==> config.mk <==
export PLATFORM = sky130hd
export DESIGN_NAME = cache_arbiter_flat
export DESIGN_NICKNAME = d
export VERILOG_FILES = /design/src/rtl/rv32i_types.sv /design/src/rtl/cache_arbiter_if.sv /design/src/rtl/cache_arbiter.sv /design/src/flat_wrapper.sv
export SDC_FILE = /design/constraint.sdc
export NUM_CORES = 1
export LEC_CHECK = 0
export CAP_MARGIN = 20
export CORE_AREA = 2 2 536 538
export CTS_CLUSTER_SIZE = 28
export DETAILED_ROUTE_END_ITERATION = 12
export DIE_AREA = 0 0 538 540
export PLACE_DENSITY = 0.3
export SETUP_SLACK_MARGIN = 0.3
export SLEW_MARGIN = 20
export SYNTH_ARGS = -nofsm -noshare
export SYNTH_HDL_FRONTEND = slang
export SYNTH_SLANG_ARGS = --single-unit
==> constraint.sdc <==
create_clock -name clk -period 1.85 [get_ports clk]
set_input_delay 0.555 -clock clk [delete_from_list [all_inputs] [get_ports clk]]
set_output_delay 0.555 -clock clk [all_outputs]
set_load 0.1 [all_outputs]
==> src/rtl/rv32i_types.sv <==
// Shared types for the cache-to-memory arbiter: cache line width, line type, arbiter states.
// Latency: none (type definitions only).
// Backpressure: none (type definitions only).
package rv32i_types;

  // One cache line is 32 bytes.
  localparam int LINE_WIDTH = 256;

  typedef logic [LINE_WIDTH-1:0] cacheline_t;

  typedef enum logic [1:0] {
    IDLE   = 2'd0,
    I_BUSY = 2'd1,
    D_BUSY = 2'd2,
    DONE   = 2'd3
  } arb_state_t;

  // Side most recently granted; a tie goes to the other side.
  typedef enum logic {
    GRANT_I = 1'b0,
    GRANT_D = 1'b1
  } grant_t;

endpackage

==> src/rtl/cache_arbiter_if.sv <==
// Bundle of I-cache, D-cache and memory line-transfer signals around the arbiter.
// Latency: none (wiring only).
// Backpressure: a request is held by its cache until the matching resp pulse.
// Ports: slave = arbiter view (cache requests and memory data in, strobes/resps out);
//        master = environment view (caches and memory), directions reversed.
interface cache_arbiter_if;
  import rv32i_types::*;

  // I-cache side
  logic        i_pmem_read;
  logic [31:0] i_pmem_address;
  cacheline_t  i_pmem_rdata;
  logic        i_pmem_resp;

  // D-cache side
  logic        d_pmem_read;
  logic        d_pmem_write;
  logic [31:0] d_pmem_address;
  cacheline_t  d_pmem_wdata;
  cacheline_t  d_pmem_rdata;
  logic        d_pmem_resp;

  // Memory side
  logic        pmem_read;
  logic        pmem_write;
  logic [31:0] pmem_address;
  cacheline_t  pmem_wdata;
  cacheline_t  pmem_rdata;
  logic        pmem_resp;

  modport slave (
    input  i_pmem_read, i_pmem_address,
    input  d_pmem_read, d_pmem_write, d_pmem_address, d_pmem_wdata,
    input  pmem_rdata, pmem_resp,
    output i_pmem_rdata, i_pmem_resp,
    output d_pmem_rdata, d_pmem_resp,
    output pmem_read, pmem_write, pmem_address, pmem_wdata
  );

  modport master (
    output i_pmem_read, i_pmem_address,
    output d_pmem_read, d_pmem_write, d_pmem_address, d_pmem_wdata,
    output pmem_rdata, pmem_resp,
    input  i_pmem_rdata, i_pmem_resp,
    input  d_pmem_rdata, d_pmem_resp,
    input  pmem_read, pmem_write, pmem_address, pmem_wdata
  );

endinterface

==> src/rtl/cache_arbiter.sv <==
// Arbitrates I-cache and D-cache line transfers onto one memory port, one transaction at a time.
// Latency: grant the cycle after a request is seen in IDLE; cache resp in the pmem_resp cycle.
// Backpressure: losing side keeps its request high and is served after the DONE cycle.
// Ports: clk, rst (sync, active high); bus = cache_arbiter_if.slave carrying all cache/memory signals.
module cache_arbiter
  import rv32i_types::*;
(
  input  logic           clk,
  input  logic           rst,
  cache_arbiter_if.slave bus
);

  arb_state_t  state_q, state_d;
  grant_t      last_grant_q, last_grant_d;
  logic [31:0] addr_q, addr_d;
  cacheline_t  wdata_q, wdata_d;
  logic        write_q, write_d;

  logic        i_req, d_req;
  logic        rd_c, wr_c, i_resp_c, d_resp_c;
  logic [31:0] addr_c;
  cacheline_t  wdata_c;

  always_comb begin
    state_d      = state_q;
    last_grant_d = last_grant_q;
    addr_d       = addr_q;
    wdata_d      = wdata_q;
    write_d      = write_q;
    rd_c         = 1'b0;
    wr_c         = 1'b0;
    i_resp_c     = 1'b0;
    d_resp_c     = 1'b0;
    addr_c       = '0;
    wdata_c      = '0;

    i_req = bus.i_pmem_read;
    d_req = bus.d_pmem_read | bus.d_pmem_write;

    unique case (state_q)
      IDLE: begin
        // I wins when alone, or on a tie when D was served last.
        if (i_req && (!d_req || last_grant_q == GRANT_D)) begin
          state_d      = I_BUSY;
          last_grant_d = GRANT_I;
          addr_d       = bus.i_pmem_address;
          wdata_d      = '0;
          write_d      = 1'b0;
        end else if (d_req) begin
          state_d      = D_BUSY;
          last_grant_d = GRANT_D;
          addr_d       = bus.d_pmem_address;
          wdata_d      = bus.d_pmem_wdata;
          // Read and write both high means a write-back.
          write_d      = bus.d_pmem_write;
        end
      end
      I_BUSY, D_BUSY: begin
        rd_c    = ~write_q;
        wr_c    = write_q;
        addr_c  = addr_q;
        wdata_c = wdata_q;
        if (bus.pmem_resp) begin
          i_resp_c = (state_q == I_BUSY);
          d_resp_c = (state_q == D_BUSY);
          state_d  = DONE;
        end
      end
      DONE: begin
        // One quiet cycle so the served cache can drop its request.
        state_d = IDLE;
      end
    endcase

    // Outputs are forced quiet while reset is asserted, even mid-transaction.
    if (rst) begin
      rd_c     = 1'b0;
      wr_c     = 1'b0;
      i_resp_c = 1'b0;
      d_resp_c = 1'b0;
      addr_c   = '0;
      wdata_c  = '0;
    end
  end

  assign bus.pmem_read    = rd_c;
  assign bus.pmem_write   = wr_c;
  assign bus.pmem_address = addr_c;
  assign bus.pmem_wdata   = wdata_c;
  assign bus.i_pmem_resp  = i_resp_c;
  assign bus.d_pmem_resp  = d_resp_c;
  // Read data goes to both caches; only resp tells a cache the data is its own.
  assign bus.i_pmem_rdata = bus.pmem_rdata;
  assign bus.d_pmem_rdata = bus.pmem_rdata;

  always_ff @(posedge clk) begin
    if (rst) begin
      state_q      <= IDLE;
      last_grant_q <= GRANT_D;
      addr_q       <= '0;
      wdata_q      <= '0;
      write_q      <= 1'b0;
    end else begin
      state_q      <= state_d;
      last_grant_q <= last_grant_d;
      addr_q       <= addr_d;
      wdata_q      <= wdata_d;
      write_q      <= write_d;
    end
  end

endmodule

==> src/flat_wrapper.sv <==
// flat-port wrapper written by rule: the top's interface ports become plain ports
module cache_arbiter_flat import rv32i_types::*;
  (clk, rst, bus_i_pmem_read, bus_i_pmem_address, bus_d_pmem_read, bus_d_pmem_write, bus_d_pmem_address, bus_d_pmem_wdata, bus_pmem_rdata, bus_pmem_resp, bus_i_pmem_rdata, bus_i_pmem_resp, bus_d_pmem_rdata, bus_d_pmem_resp, bus_pmem_read, bus_pmem_write, bus_pmem_address, bus_pmem_wdata);
  cache_arbiter_if bus_i ();
  input  logic clk;
  input  logic rst;
  input wire logic [$bits(bus_i.i_pmem_read)-1:0] bus_i_pmem_read;
  input wire logic [$bits(bus_i.i_pmem_address)-1:0] bus_i_pmem_address;
  input wire logic [$bits(bus_i.d_pmem_read)-1:0] bus_d_pmem_read;
  input wire logic [$bits(bus_i.d_pmem_write)-1:0] bus_d_pmem_write;
  input wire logic [$bits(bus_i.d_pmem_address)-1:0] bus_d_pmem_address;
  input wire logic [$bits(bus_i.d_pmem_wdata)-1:0] bus_d_pmem_wdata;
  input wire logic [$bits(bus_i.pmem_rdata)-1:0] bus_pmem_rdata;
  input wire logic [$bits(bus_i.pmem_resp)-1:0] bus_pmem_resp;
  output wire logic [$bits(bus_i.i_pmem_rdata)-1:0] bus_i_pmem_rdata;
  output wire logic [$bits(bus_i.i_pmem_resp)-1:0] bus_i_pmem_resp;
  output wire logic [$bits(bus_i.d_pmem_rdata)-1:0] bus_d_pmem_rdata;
  output wire logic [$bits(bus_i.d_pmem_resp)-1:0] bus_d_pmem_resp;
  output wire logic [$bits(bus_i.pmem_read)-1:0] bus_pmem_read;
  output wire logic [$bits(bus_i.pmem_write)-1:0] bus_pmem_write;
  output wire logic [$bits(bus_i.pmem_address)-1:0] bus_pmem_address;
  output wire logic [$bits(bus_i.pmem_wdata)-1:0] bus_pmem_wdata;
  assign bus_i.i_pmem_read = bus_i_pmem_read;
  assign bus_i.i_pmem_address = bus_i_pmem_address;
  assign bus_i.d_pmem_read = bus_d_pmem_read;
  assign bus_i.d_pmem_write = bus_d_pmem_write;
  assign bus_i.d_pmem_address = bus_d_pmem_address;
  assign bus_i.d_pmem_wdata = bus_d_pmem_wdata;
  assign bus_i.pmem_rdata = bus_pmem_rdata;
  assign bus_i.pmem_resp = bus_pmem_resp;
  assign bus_i_pmem_rdata = bus_i.i_pmem_rdata;
  assign bus_i_pmem_resp = bus_i.i_pmem_resp;
  assign bus_d_pmem_rdata = bus_i.d_pmem_rdata;
  assign bus_d_pmem_resp = bus_i.d_pmem_resp;
  assign bus_pmem_read = bus_i.pmem_read;
  assign bus_pmem_write = bus_i.pmem_write;
  assign bus_pmem_address = bus_i.pmem_address;
  assign bus_pmem_wdata = bus_i.pmem_wdata;
  cache_arbiter u_core (.clk(clk), .rst(rst), .bus(bus_i));
endmodule
* After elaboration in Yosys (flattened, before gate mapping) *
Cells that the tools add are included.

storage, ports and cells
  register bits after elaboration = 292

cells by class
  mux-type cells = 26
  eq/ne operators = 5
  bitwise logic cells = 2
  reductions and logical operators = 8

operators with widths
  kind                count
  $mux 256            4
  $mux 32             4
  $mux 1              14
  $mux 2              3
  $pmux 2 s3          1
  $eq 2x2->1 const B  2
  $reduce_and 2->1    2
  $ne 3x1->1 const B  1
  $eq 2x1->1 const B  1
  $logic_not 2->1     1
  $ne 2x2->1 const B  1
  $reduce_bool 2->1   1
  $reduce_or 2->1     1
  $logic_and 1x1->1   1
  $logic_not 1->1     1
  $logic_or 1x1->1    1
  $not 1->1           1
  $or 1x1->1          1

* Depth between registers and ports, before layout *
  depth after elaboration = 6
  depth in mapped cells = 8
  mapped depth without buffers = 5

* Worst setup path after synthesis *
OpenSTA, ideal clock, no wires.

  kind = flip-flop to output port
  from = register u_core.state_q[1]
  to = output port bus_pmem_read
  path buffers = 2
  slack = -1.407 ns
  required time = 1.295 ns
  data arrival time = 2.702 ns
  cell stages (with the launch flop) = 7
  cells stage by stage = dfxtp_1 inv_1 ha_1 nor2b_1 clkbuf_1 clkbuf_1 nor2b_1

between the ends
  word-level cells in the longest chain between the ends = 4
  elaborated cells on any way between the ends = 5

RTL lines
  element                                          line                  source
  start: declaration                               cache_arbiter.sv:13   arb_state_t state_q, state_d;
  start signal: assignment                         cache_arbiter.sv:104  state_q <= state_d;
  $eq 2x2->1 / $eq 2x1->1 (equally long branches)  cache_arbiter.sv:40   unique case (state_q)
  $reduce_or 2->1 *                                cache_arbiter.sv:40
  $mux 1 *                                         cache_arbiter.sv:40
  $mux 1 *                                         cache_arbiter.sv:76   if (rst) begin
  end: declaration                                 flat_wrapper.sv:19    output wire logic [$bits(bus_i.pmem_read)-1:0] bus_pmem_read;

Every way passes the cells marked *; elsewhere a longest branch is shown, timed or not.

* Worst setup path after layout *
  from = register u_core.state_q[1]
  to = output port bus_pmem_wdata[211]

between the ends
  word-level cells in the longest chain between the ends = 4
  elaborated cells on any way between the ends = 5

RTL lines
  element                                          line                 source
  $eq 2x2->1 / $eq 2x1->1 (equally long branches)  cache_arbiter.sv:40
  $reduce_or 2->1 *                                cache_arbiter.sv:40
  $mux 256 *                                       cache_arbiter.sv:40
  $mux 256 *                                       cache_arbiter.sv:76
  end: declaration                                 flat_wrapper.sv:22   output wire logic [$bits(bus_i.pmem_wdata)-1:0] bus_pmem_wdata;

Marks and branches as above.

==> impl_metrics.tcl <==
set metrics [dict create \
    wl_um 145000 \
    postCtsHoldBufs 0 \
    crit_required_ps 1290 \
    rows 196 \
    synthArstFlopShare 0 \
    fillers 32600 \
    r2r-start "u_core.state_q[1]$_SDFFE_PP0P_" \
    yosysSeqAreaShare 0.371 \
    ys_warn_count 0 \
    outcome "finished, violations left" \
    yosysMostFrequentCell "buf_4" \
    maxSlewViolCount 0 \
    path_class "flop to output pin" \
    portBuffers 617 \
    viasPerCell 2.41 \
    design.die.area_um2 291000 \
    wl_per_cell_um 25.3 \
    final_util 0.104 \
    cts_root_buf "clkbuf_16" \
    syn_to_final_growth_pct 88.6 \
    crit_arrival_ps 2520 \
    fmax_mhz 325 \
    ioPinCount 1386 \
    p_leak_nw 10.3 \
    failed_checks "setup timing" \
    worstPathMaxFanout 7 \
    path_clk_slew_ps 70 \
    initial_core_util 0.0553 \
    maxCapViolCount 0 \
    period_share 1.66 \
    antenna_found_initial 69 \
    grt_util_all_layers 0.0930 \
    setup_viol 292 \
    power.density_nw_per_um2 1260 \
    clock_path_buffers 3 \
    min_to "u_core.write_q$_SDFFE_PP0P_" \
    max_slew_margin 0.527 \
    cts_tree "yes" \
    design_area_um2 29700 \
    worstHoldStart "rst" \
    drive_above_1_share 0.427 \
    ys_top_cells_by_area "dfxtp_1 (37%), buf_4 (25%), and2_1 (11%), a22o_1 (8.3%), a32oi_1 (5.9%)" \
    die_y_um 540 \
    grt_max_degree 106 \
    hold_slack_ps 367 \
    timing.final.ws_setup_ps -1230 \
    grt.overflow.total 0 \
    vias 13800 \
    syn_nets 2337 \
    avgSynthCellArea_um2 8.98 \
    synth_area_leader_cell "dfxtp_1" \
    synthFlopType "dfxtp_1" \
    drt-initial-drc-count 552 \
    cp-end-kind "output pin" \
    clock_latency_ps 690 \
    grt_pass1_wl_um 173000 \
    drc 0 \
    synth.cells.most_frequent "buf_4 (514), dfxtp_1 (292), and2_1 (289), a22o_1 (150), nor2_1 (107)" \
    tightestPinTransition_ps 709 \
    core_area_um2 284000 \
    ys_seq_elements 292 \
    clock_skew_ps 34.7 \
    r2r_setup_slack_ps 170 \
    placed_cell_area_um2 26900 \
    tns_ps -336370 \
    synth-edff-count 0 \
    netlist_area_um2 15700 \
    fin_nets 2504 \
    cts.sinks 292 \
    h-tree-depth 2 \
    final_hold_viol_count 0 \
    startpoint_type "flop" \
    reg2reg_depth 7 \
    synth_cells 1752 \
    grt_pass1_vias 14400 \
    cts_made_buffers 46 \
    place_hpwl_um 118000 \
    post-route-min-period_ps 3080 \
    die_w_um 538 \
    pre_cts_ws_ps -860 \
    r2r_end "u_core.wdata_q[101]$_SDFFE_PP0P_" \
    antenna_left 0 \
    gp_congestion 0.707 \
    vdd_ir_drop_max_v 0.000635 \
    min_path_cells 3 \
    yosys.area.top_type_share 0.371 \
    rsz0062_at_grt "yes" \
    drtPass1Iterations 5 \
    hold_class "primary input to flop" \
    synth_cell_types 32 \
]
## where the power goes
part           internal [mW]  switching (mW)  total, mW  leakage (nW)
Combinational           8.01            10.4       18.4          7.24
Sequential              7.75            2.52       10.3          2.39
Clock                   4.93            3.79       8.72         0.681
## final cells by class
cell class	instances	area [um^2]	area share
Clock buffer	61	1270	0.0427
Antenna cell	9	22.5	0.000759
Clock inverter	17	148	0.00497
Inverter	4	17.5	0.000590
Multi-Input combinational cell	807	6250	0.211
Sequential cell	292	5850	0.197
Tap cell	3762	4710	0.159
Timing Repair Buffer	768	11400	0.385
## layer usage
layer / vias up / part of all wire / GRT usage
met5: - / 0.0014 / 0.00450
li1: 5882 / - / -
met1: 6406 / 0.38 / 0.104
met3: 312 / 0.17 / 0.0729
met4: 8 / 0.033 / 0.0304
met2: 1153 / 0.41 / 0.132
## placed cells by master, fill, tap and decap left out, types with 2 or more instances in the layout
| cell type | count |
|---|---|
| buf_4 | 69 |
| a31oi_1 | 29 |
| inv_2 | 2 |
| dfxtp_2 | 3 |
| clkbuf_1 | 10 |
| nor2b_4 | 2 |
| and2_4 | 289 |
| buf_12 | 320 |
| clkinv_2 | 7 |
| diode_2 | 9 |
| nor2_1 | 107 |
| buf_6 | 10 |
| a21oi_1 | 34 |
| dlymetal6s2s_1 | 2 |
| clkinvlp_4 | 6 |
| and3_4 | 3 |
| clkdlybuf4s50_1 | 321 |
| a22o_1 | 150 |
| buf_8 | 6 |
| o21ai_0 | 36 |
| clkbuf_8 | 4 |
| a31oi_2 | 2 |
| a32oi_2 | 8 |
| buf_16 | 24 |
| dfxtp_1 | 289 |
| o21ai_1 | 30 |
| a32oi_1 | 98 |
| ha_1 | 2 |
| clkbuf_16 | 61 |
## kinds of logic (layout without fill, tap and decap cells)
family / count (synthesis) / count (layout) / share of synthesized area
AOI/OAI and AO/OA: 399 / 399 / 0.195
DFF: 292 / 292 / 0.371
and+or+nand+nor: 405 / 405 / 0.144
other: 0 / 9 / 0
adders and majority gates: 3 / 3 / 0.00239
buffers and inverters: 653 / 850 / 0.287
## registers in the layout (all words and copies together) (netlist names)
signal and count:
u_core.write_q 1, u_core.addr_q 32, u_core.state_q 2, u_core.last_grant_q 1, u_core.wdata_q 256
## critical path, stage by stage, from the launching register on
cell and delay [ps]:
dfxtp_2 330, inv_2 50, ha_4 340, nor2b_4 180, buf_4 110, buf_6 110
buf_16 170, buf_12 130, buf_16 110, and2_4 150, buf_12 170
## stage by stage
stage / cells / total power [mW]
after detailed placement: 5576 / 26.2
after global placement: 5576 / 26.4
after global routing: 5715 / 39.6
final: 5720 / 37.4
after floorplan: 1752 / 23.0
after CTS: 5682 / 37.0
## what timing repair did
action | in CTS | in global routing
buffers inserted | 15 | 12
cloned | 13 | 17
resized for setup | 36 | 40
pin swaps | 3 | 28
setup endpoints to repair | 533 | 582
## worst max-delay path by stage
stage,endpoint,from
after floorplan,bus_pmem_read,u_core.state_q[1]$_SDFFE_PP0P_
after global placement,bus_pmem_address[22],u_core.state_q[1]$_SDFFE_PP0P_
after detailed placement,bus_pmem_address[22],u_core.state_q[1]$_SDFFE_PP0P_
after CTS,bus_pmem_wdata[218],u_core.state_q[1]$_SDFFE_PP0P_
after global routing,bus_pmem_wdata[60],u_core.state_q[1]$_SDFFE_PP0P_
final,bus_pmem_wdata[211],u_core.state_q[1]$_SDFFE_PP0P_
Note: power is estimated with default switching activity, not from simulation.
